**config.mk**
```make
export PLATFORM = sky130hd
export DESIGN_NAME = controle_robo_flat
export DESIGN_NICKNAME = d
export VERILOG_FILES = /design/src/rtl/controle_robo_if.sv /design/src/rtl/controle_robo.sv /design/src/flat_wrapper.sv
export SDC_FILE = /design/constraint.sdc
export NUM_CORES = 1
export LEC_CHECK = 0
export ABC_AREA = 1
export CORE_MARGIN = 1.5
export CORE_UTILIZATION = 40
export DETAILED_ROUTE_END_ITERATION = 8
export GPL_ROUTABILITY_DRIVEN = 0
export PLACE_DENSITY = 0.7
export SLEW_MARGIN = 30
export SYNTH_ARGS = -nofsm -noshare
export SYNTH_HDL_FRONTEND = slang
export SYNTH_SLANG_ARGS = --single-unit
```
**constraint.sdc**
```tcl
create_clock -name c1 -period 1.6 [get_ports c1]
set_input_delay 0.32 -clock c1 [delete_from_list [all_inputs] [get_ports c1]]
set_output_delay 0.32 -clock c1 [all_outputs]
set_load 0.1 [all_outputs]
```
**src/rtl/controle_robo_if.sv**
```systemverilog
// controle_robo_if: sensor inputs and motor/status outputs of the wall-following controller
interface controle_robo_if;
  logic habilita, head, left, under, barreira;
  logic avancar, girar, remover, falha;
  logic [2:0] estado;
  modport master (
    output habilita, head, left, under, barreira,
    input  avancar, girar, remover, estado, falha
  );
  modport slave (
    input  habilita, head, left, under, barreira,
    output avancar, girar, remover, estado, falha
  );
endinterface

```
**src/rtl/controle_robo.sv**
```systemverilog
// controle_robo: debounced-sensor wall-following FSM with timed turns, bounded removal retries and sticky fault
module controle_robo #(
  parameter int DEB_CYCLES    = 4,
  parameter int TURN_CYCLES   = 16,
  parameter int REMOVE_CYCLES = 8,
  parameter int SEARCH_MAX    = 1024,
  parameter int MAX_RETRY     = 2
) (
  input logic c1,
  input logic reset,
  controle_robo_if.slave bus
);
  localparam logic [2:0] STANDBY = 3'b111, PROCURA = 3'b000, ACOMPANHA = 3'b010,
                         REMOVE = 3'b011, GIRA = 3'b100;
  localparam int CMAX = TURN_CYCLES > REMOVE_CYCLES ? TURN_CYCLES : REMOVE_CYCLES;
  localparam int DW = DEB_CYCLES > 1 ? $clog2(DEB_CYCLES) : 1;
  localparam int CW = CMAX > 1 ? $clog2(CMAX) : 1;
  localparam int SW = SEARCH_MAX > 1 ? $clog2(SEARCH_MAX) : 1;
  localparam int RW = MAX_RETRY > 0 ? $clog2(MAX_RETRY + 1) : 1;
  localparam logic [DW-1:0] D_END = DW'(DEB_CYCLES - 1);
  localparam logic [CW-1:0] T_END = CW'(TURN_CYCLES - 1), R_END = CW'(REMOVE_CYCLES - 1);
  localparam logic [SW-1:0] S_END = SW'(SEARCH_MAX - 1);
  localparam logic [RW-1:0] R_MAX = RW'(MAX_RETRY);

  logic [4:0] raw, s1, s2;
  logic [3:0] flt;
  logic hab, hd, lf, un, br;
  logic [2:0] st, nxt;
  logic [CW-1:0] cnt;
  logic [SW-1:0] scnt;
  logic [RW-1:0] rty;
  logic rst_cnt, set_f, falha, avancar, girar, remover;

  assign raw = {bus.habilita, bus.barreira, bus.under, bus.left, bus.head};
  assign {hab, br, un, lf, hd} = {s2[4], flt[3], flt[2], flt[1], flt[0]};

  always_ff @(posedge c1 or negedge reset)
    if (!reset) begin
      s1 <= '0;
      s2 <= '0;
    end else begin
      s1 <= raw;
      s2 <= s1;
    end

  genvar i;
  for (i = 0; i < 4; i++) begin : g_deb
    logic [DW-1:0] dc;
    logic f;
    always_ff @(posedge c1 or negedge reset)
      if (!reset) begin
        dc <= '0;
        f  <= 1'b0;
      end else if (s2[i] == f) dc <= '0;
      else if (dc == D_END) begin
        f  <= s2[i];
        dc <= '0;
      end else dc <= dc + 1'b1;
    assign flt[i] = f;
  end

  // rst_cnt marks a turn or removal attempt restarting without leaving its state
  always_comb begin
    nxt     = st;
    rst_cnt = 1'b0;
    set_f   = 1'b0;
    if (!hab || un) nxt = STANDBY;
    else case (st)
      STANDBY:   nxt = falha ? STANDBY : PROCURA;
      PROCURA:   nxt = br ? REMOVE : hd ? GIRA : lf ? ACOMPANHA : scnt == S_END ? GIRA : PROCURA;
      ACOMPANHA: nxt = br ? REMOVE : hd ? GIRA : lf ? ACOMPANHA : PROCURA;
      GIRA: if (cnt == T_END) begin
        nxt     = hd ? GIRA : lf ? ACOMPANHA : PROCURA;
        rst_cnt = hd;
      end
      REMOVE: if (cnt == R_END) begin
        nxt     = !br ? (lf ? ACOMPANHA : PROCURA) : rty < R_MAX ? REMOVE : STANDBY;
        rst_cnt = br && rty < R_MAX;
        set_f   = br && !(rty < R_MAX);
      end
      default:   nxt = STANDBY;
    endcase
  end

  always_ff @(posedge c1 or negedge reset)
    if (!reset) begin
      st      <= STANDBY;
      cnt     <= '0;
      scnt    <= '0;
      rty     <= '0;
      falha   <= 1'b0;
      avancar <= 1'b0;
      girar   <= 1'b0;
      remover <= 1'b0;
    end else begin
      st      <= nxt;
      cnt     <= (nxt != st || rst_cnt) ? '0 : cnt + 1'b1;
      scnt    <= (st == PROCURA && nxt == PROCURA) ? scnt + 1'b1 : '0;
      rty     <= st != REMOVE ? '0 : rst_cnt ? rty + 1'b1 : rty;
      falha   <= !hab ? 1'b0 : (falha | set_f);
      avancar <= nxt == PROCURA || nxt == ACOMPANHA;
      girar   <= nxt == GIRA;
      remover <= nxt == REMOVE;
    end

  assign bus.estado  = st;
  assign bus.falha   = falha;
  assign bus.avancar = avancar;
  assign bus.girar   = girar;
  assign bus.remover = remover;
endmodule

```
**src/flat_wrapper.sv**
```systemverilog
// flat-port wrapper written by rule: the top's interface ports become plain ports
module controle_robo_flat 
#(
  parameter int DEB_CYCLES    = 4,
  parameter int TURN_CYCLES   = 16,
  parameter int REMOVE_CYCLES = 8,
  parameter int SEARCH_MAX    = 1024,
  parameter int MAX_RETRY     = 2
)
  (c1, reset, bus_habilita, bus_head, bus_left, bus_under, bus_barreira, bus_avancar, bus_girar, bus_remover, bus_estado, bus_falha);
  controle_robo_if bus_i ();
  input logic c1;
  input logic reset;
  input wire logic [$bits(bus_i.habilita)-1:0] bus_habilita;
  input wire logic [$bits(bus_i.head)-1:0] bus_head;
  input wire logic [$bits(bus_i.left)-1:0] bus_left;
  input wire logic [$bits(bus_i.under)-1:0] bus_under;
  input wire logic [$bits(bus_i.barreira)-1:0] bus_barreira;
  output wire logic [$bits(bus_i.avancar)-1:0] bus_avancar;
  output wire logic [$bits(bus_i.girar)-1:0] bus_girar;
  output wire logic [$bits(bus_i.remover)-1:0] bus_remover;
  output wire logic [$bits(bus_i.estado)-1:0] bus_estado;
  output wire logic [$bits(bus_i.falha)-1:0] bus_falha;
  assign bus_i.habilita = bus_habilita;
  assign bus_i.head = bus_head;
  assign bus_i.left = bus_left;
  assign bus_i.under = bus_under;
  assign bus_i.barreira = bus_barreira;
  assign bus_avancar = bus_i.avancar;
  assign bus_girar = bus_i.girar;
  assign bus_remover = bus_i.remover;
  assign bus_estado = bus_i.estado;
  assign bus_falha = bus_i.falha;
  controle_robo #(.DEB_CYCLES(DEB_CYCLES), .TURN_CYCLES(TURN_CYCLES), .REMOVE_CYCLES(REMOVE_CYCLES), .SEARCH_MAX(SEARCH_MAX), .MAX_RETRY(MAX_RETRY)) u_core (.c1(c1), .reset(reset), .bus(bus_i));
endmodule
```
======== After elaboration in Yosys (flattened, before gate mapping) ========
Index checks and enable logic that the tools add are counted.
cells by class
  add/subtract/negate cells ............... 7
  order comparisons ....................... 1
  eq/ne operators ......................... 20
  muxes and demuxes ....................... 34
  bitwise gates (word level) .............. 5
  reductions and logical operators ........ 15
operators by type and width
  kind                     number
  $mux W3                  12
  $mux W2                  11
  $pmux W3 S5              1
  $eq A3 B2 Y1 const B     4
  $add A10 B1 Y10 const B  1
  $add A2 B1 Y2 const B    5
  $eq A10 B10 Y1 const B   1
  $mux W10                 1
  $eq A3 B3 Y1 const B     3
  $eq A2 B2 Y1 const B     4
  $reduce_and A2 Y1        4
  $mux W1                  7
  $logic_not A3 Y1         2
  $add A4 B1 Y4 const B    1
  $eq A1 B1 Y1             4
  $eq A4 B3 Y1 const B     1
  $eq A4 B4 Y1 const B     1
  $mux W4                  1
  $not A1 Y1               4
  $logic_and A1 B1 Y1      3
  $logic_or A1 B1 Y1       3
  $ne A3 B2 Y1 const B     1
  $ne A3 B3 Y1             1
  $logic_not A1 Y1         2
  other kinds (4)          4
storage, ports and cells
  register bits ........................... 45
  input bits .............................. 7
  output and inout port bits .............. 7
  logic and storage cells ................. 100

======== Logic depth before layout (Yosys ltp) ========
  depth after elaboration ................. 10
  gate-level depth with buffers ........... 12

======== Least setup slack after synthesis ========
Ideal clock, no wire load.
  path type ............................... reg-to-reg
  from .................................... reg u_core.st[1], in the netlist u_core.bus.estado[1]
  to ...................................... reg u_core.cnt[0]
  setup time .............................. 71 ps
  arrival time ............................ 1861 ps
  slack ................................... -333 ps
  cell stages (with the launch flop) ...... 11
  buffers on the path ..................... 0
  cells stage by stage .................... dfstp_2 > nand2_2 > nor2_2 > nand4_1 > nand2_2 > nor2_4 > nand2_4 > nand2_1 > nand2_1 > nand2_2 > nor2_1
on the way
  word-level cells in the longest chain between the ends .. 6
RTL lines
  element                               RTL line             source
  start, declared                       controle_robo.sv:28  logic [2:0] st, nxt;
  start signal, assigned                controle_robo.sv:96  st <= nxt;
  $eq A3 B2 Y1 (tied with other cells)  controle_robo.sv:68  else case (st)
  $pmux W3 S5 *                         controle_robo.sv:68
  $mux W3 *                             controle_robo.sv:67  if (!hab || un) nxt = STANDBY;
  via u_core.nxt[2]                     controle_robo.sv:28
  $ne A3 B3 Y1 *                        controle_robo.sv:97  cnt <= (nxt != st || rst_cnt) ? '0 : cnt + 1'b1;
  $logic_or A1 B1 Y1 *                  controle_robo.sv:97
  $mux W4 *                             controle_robo.sv:97
  end signal, assigned                  controle_robo.sv:97
  end, declared                         controle_robo.sv:29  logic [CW-1:0] cnt;
Mark *: on every way through the listed nets, which the timed path passes. The rest lies on a longest branch.
A chain may end at the register's enable or synchronous reset.

======== Worst setup path in the final report ========
  from .................................... reg u_core.st[1], in the netlist u_core.bus.estado[1]
  to ...................................... reg u_core.scnt[5]
on the way
  word-level cells in the longest chain between the ends .. 6
RTL lines
  element                               RTL line             source
  $eq A3 B2 Y1 (tied with other cells)  controle_robo.sv:68
  $pmux W3 S5 *                         controle_robo.sv:68
  $mux W3 *                             controle_robo.sv:67
  via u_core.nxt[2]                     controle_robo.sv:28
  $logic_not A3 Y1 *                    controle_robo.sv:98  scnt <= (st == PROCURA && nxt == PROCURA) ? scnt + 1'b1 : '0;
  $logic_and A1 B1 Y1 *                 controle_robo.sv:98
  $mux W10 *                            controle_robo.sv:98
  end signal, assigned                  controle_robo.sv:98
  end, declared                         controle_robo.sv:30  logic [SW-1:0] scnt;
Marked as above.

==> impl_metrics.ini <==
[status]
status = complete, but fails checks
violations = negative setup slack

[timing]
worst-slew-pin-transition_ps = 444
timing.final.setup_violations = 17
finalCriticalPeriod_ps = 1750
clock.fmax_mhz = 571
final.setup_skew_ps = 12.2
timing.final.crit_share_pct = 109
rsz0062_at_grt = yes
final-hold-violation-count = 0
report.final.slew_viol_count = 0
slew_headroom_pct = 70.4
post-route-worst-setup-slack_ps = -151

[clock_tree]
cts.reportedPaths.clkPinSlew_ps = 90
clock_tree.root_cell = sky130_fd_sc_hd__clkbuf_8
cts_max_path_buffers = 2
worstSkewPairLatency_ps = 300
cts_tree = done
cts.sink_count = 45
h-tree-depth = 2
numCtsBuffers = 5

[worst_hold_path]
timing.hold.worst.class = register to register

[setup_path]
setup.worst_path.end_class = register
slowest_delay_ps = 670
worst_path_max_delay_cell = sky130_fd_sc_hd__dfstp_4
crit_path_end = u_core.scnt[5]
timing.reg2reg.worst_path_depth = 10
critical_path.startpoint = u_core.bus.estado[1]
worstPathRequired_ps = 1830
worstPathCellList = nand2_4 > nand3_4 > nand2_2 > clkinv_2 > nand2_2 > nor2_4 > nand2_4 > nor2_4 > nand3_2 > nor2_1
r2r_slack_ps = -150
worst_setup_path_start_kind = register
worstSetupPathType = register to register
r2r_start = u_core.bus.estado[1]
crit-reg2reg-capture = u_core.scnt[5]
critPathMaxFanout = 6
cp_data_arrival_time_ps = 1980

[routing]
drt-initial-drc-count = 86
drtAntennaViolNets = 0
route.vias.total = 1453
drt-pass1-iter-count = 4
drc = 0
drt-vias-per-instance = 4.80
avgRoutedWirePerCell_um = 12.5
detail_route.wirelength_um = 3770

[run]
cap_violations = 0

[global_routing]
grtUsageMet1_pct = 20.6
first_global_vias = 1439
global_route.peak_usage_layer = met2
globalRouteMet2Util_pct = 25.2
number_of_antenna_violations_at_the_first_check_in_global_routing = 0
globalRouteMet3Util_pct = 4.14
grtUsageTotal_pct = 15.8
grt_start_max_net_pins = 29
first_pass_grt_wire_length_um = 6360
grt_overflow = 0

[layout]
finalNetCount = 261
filler_cell_count = 408
post_route_cells_drive_above_1_share_pct = 31.3
post-route-cell-area_mm2 = 0.00267
synthToLayoutAreaGrowth_pct = 37.1
antennaDiodeCount = 0

[logic_synthesis]
number_of_register_bits_inferred_by_synthesis = 45
netlist_area_mm2 = 0.00194
synthesis.instances = 198
avgSynthCellArea_um2 = 9.82
yosysWarningCount = 0
synthesis.nets = 211
synth_sequential_area_ratio_pct = 58.1
synth.distinct_cells = 26

[floorplan]
initial_utilization_pct = 41.4
placement_rows = 25
ioPinCount = 14
coreArea_mm2 = 0.00469
chipWidth_um = 72.7
die_height_um = 72.7
fp.dieArea_mm2 = 0.00529

[power]
power_per_cell_area_mw_per_mm2 = 1740
power.switching_fraction_pct = 39.1
power.internal_w = 0.00283
combinationalPowerShare_pct = 46.1
power.sequential.fraction_pct = 34.7
power.net_switching_w = 0.00182
static-leakage-power_nw = 1.23
peakVddDrop_v = 0.000821
power.clock.fraction_pct = 19.1

[placement]
dpl.hpwl_um = 2550
io_port_bufs = 13
pre_cts_slack_ps = -158
placement.cell_area_mm2 = 0.00239
-- final cells by class --
type                            count  area, um^2  area share [%]
Inverter                           21        82.6            3.10
Multi-Input combinational cell    133         801            30.0
Tap cell                           54        67.6            2.54
Clock inverter                      2        37.5            1.41
Clock buffer                        6        82.6            3.10
Sequential cell                    45        1140            42.9
Timing Repair Buffer               42         452            16.9
-- cells in the mapped netlist --
cell type | number | share of area (%)
sky130_fd_sc_hd__ha_1 | 6 | 3.9
sky130_fd_sc_hd__dfstp_2 | 3 | 4.1
sky130_fd_sc_hd__o21ai_1 | 1 | 0.26
sky130_fd_sc_hd__a21oi_1 | 2 | 0.51
sky130_fd_sc_hd__nor2_2 | 3 | 0.97
sky130_fd_sc_hd__inv_1 | 18 | 3.5
sky130_fd_sc_hd__inv_2 | 2 | 0.39
sky130_fd_sc_hd__dfrtp_1 | 42 | 54
sky130_fd_sc_hd__xor2_1 | 6 | 2.7
sky130_fd_sc_hd__nand3b_1 | 1 | 0.39
sky130_fd_sc_hd__clkinv_1 | 1 | 0.19
sky130_fd_sc_hd__nor2_1 | 33 | 6.4
sky130_fd_sc_hd__a21boi_0 | 1 | 0.39
sky130_fd_sc_hd__nand2_4 | 1 | 0.58
sky130_fd_sc_hd__nand3_2 | 2 | 1.0
sky130_fd_sc_hd__nor3_1 | 4 | 1.0
sky130_fd_sc_hd__o21ai_0 | 6 | 1.5
sky130_fd_sc_hd__nand3_4 | 1 | 0.90
sky130_fd_sc_hd__nand3_1 | 10 | 2.6
sky130_fd_sc_hd__nand4_1 | 4 | 1.3
sky130_fd_sc_hd__nor2_4 | 2 | 1.2
sky130_fd_sc_hd__a211oi_1 | 1 | 0.39
sky130_fd_sc_hd__xnor2_1 | 8 | 3.6
sky130_fd_sc_hd__nand2_1 | 36 | 6.9
sky130_fd_sc_hd__o21bai_1 | 1 | 0.39
sky130_fd_sc_hd__nand2_2 | 3 | 0.97
-- sequential cells by signal (all words and copies together), names as in the netlist, 2 cells and up --
name               flops
u_core.rty             2
u_core.cnt             4
u_core.scnt           10
u_core.s1              5
u_core.bus.estado      3
u_core.g_deb.f         3
u_core.s2              5
u_core.g_deb.dc        8
-- power by group through the flow --
stage / Sequential, W / Clock (W) / Combinational [W]
5_1_grt: 0.00165 / 0.000972 / 0.00230
3_3_place_gp: 0.00164 / 0 / 0.00184
6_report: 0.00161 / 0.000888 / 0.00214
3_5_place_dp: 0.00164 / 0 / 0.00187
4_1_cts: 0.00161 / 0.000911 / 0.00200
2_1_floorplan: 0.00203 / 0 / 0.000727
-- per-layer routing --
layer  vias up  share of wire, %
met3         8               3.0
met2        29                48
li1        728                 -
met4         0               1.2
met5         -                 0
met1       688                48
-- layout by cell type, fill, tap and decap left out, types with 2 or more instances in the layout --
cell type	instances
sky130_fd_sc_hd__clkdlybuf4s50_1	5
sky130_fd_sc_hd__nand2_2	6
sky130_fd_sc_hd__inv_1	16
sky130_fd_sc_hd__xnor2_1	8
sky130_fd_sc_hd__dfstp_4	3
sky130_fd_sc_hd__ha_1	6
sky130_fd_sc_hd__o21ai_0	5
sky130_fd_sc_hd__buf_4	23
sky130_fd_sc_hd__inv_2	3
sky130_fd_sc_hd__dfrtp_1	41
sky130_fd_sc_hd__buf_12	9
sky130_fd_sc_hd__xor2_1	6
sky130_fd_sc_hd__buf_6	3
sky130_fd_sc_hd__nand2_4	2
sky130_fd_sc_hd__nor2_1	27
sky130_fd_sc_hd__clkbuf_8	6
sky130_fd_sc_hd__nor2_2	7
sky130_fd_sc_hd__nand3_4	2
sky130_fd_sc_hd__nand4_1	4
sky130_fd_sc_hd__nor3_1	4
sky130_fd_sc_hd__nor2_4	4
sky130_fd_sc_hd__nand2_1	32
sky130_fd_sc_hd__nand3_2	2
sky130_fd_sc_hd__nand3_1	10
-- critical path: cells and delay by family (launching register included) --
kind / cells / cell delay, ps
flip-flops: 1 / 670
AND/OR/NAND/NOR: 9 / 920
buffers and inverters: 1 / 60
-- cells by family (layout without fill, tap and decap cells) --
| group | count (synthesis) | in the layout | synth area share (%) |
|---|---|---|---|
| AND/OR/NAND/NOR | 100 | 101 | 24.2 |
| flip-flops | 45 | 45 | 58.1 |
| buffers and inverters | 21 | 71 | 4.05 |
| XOR/XNOR | 14 | 14 | 6.31 |
| AO/OA/AOI/OAI | 12 | 12 | 3.48 |
| adder cells (fa/ha/maj) | 6 | 6 | 3.86 |
-- metrics by stage --
step / hold slack [ps] / TNS [ps] / cells / total power, W / util (%)
after global placement: 283 / -1630 / 284 / 0.00347 / 51.0
after floorplan: 24.4 / -2020 / 198 / 0.00275 / -
after CTS: 359 / -1550 / 299 / 0.00453 / 55.3
after global routing: 361 / -3800 / 303 / 0.00493 / 56.8
after detailed placement: 287 / -1940 / 284 / 0.00350 / 51.0
final: 357 / -2070 / 303 / 0.00464 / 56.8
-- how the worst min path moves through the flow --
stage | from | to | slack, ps | depth (start not counted)
6_report | u_core.s1[0] | u_core.s2[0] | 360 | 0
3_3_place_gp | reset | u_core.bus.falha | 280 | 1
4_1_cts | u_core.s1[3] | u_core.s2[3] | 360 | 0
3_5_place_dp | reset | u_core.bus.falha | 290 | 1
5_1_grt | u_core.s1[3] | u_core.s2[3] | 360 | 0
2_1_floorplan | reset | u_core.br | 20 | 0
-- repair_timing --
| action | CTS | global route |
|---|---|---|
| buffers inserted | 6 | 5 |
| pin swaps | 5 | 4 |
| hold endpoints to repair | 16 | 0 |
| gates cloned | 0 | 1 |
| hold buffers | 1 | 0 |
| resized for setup | 7 | 12 |
| endpoints found under the setup margin | 18 | 22 |
Power figures use the tool's default switching activity.
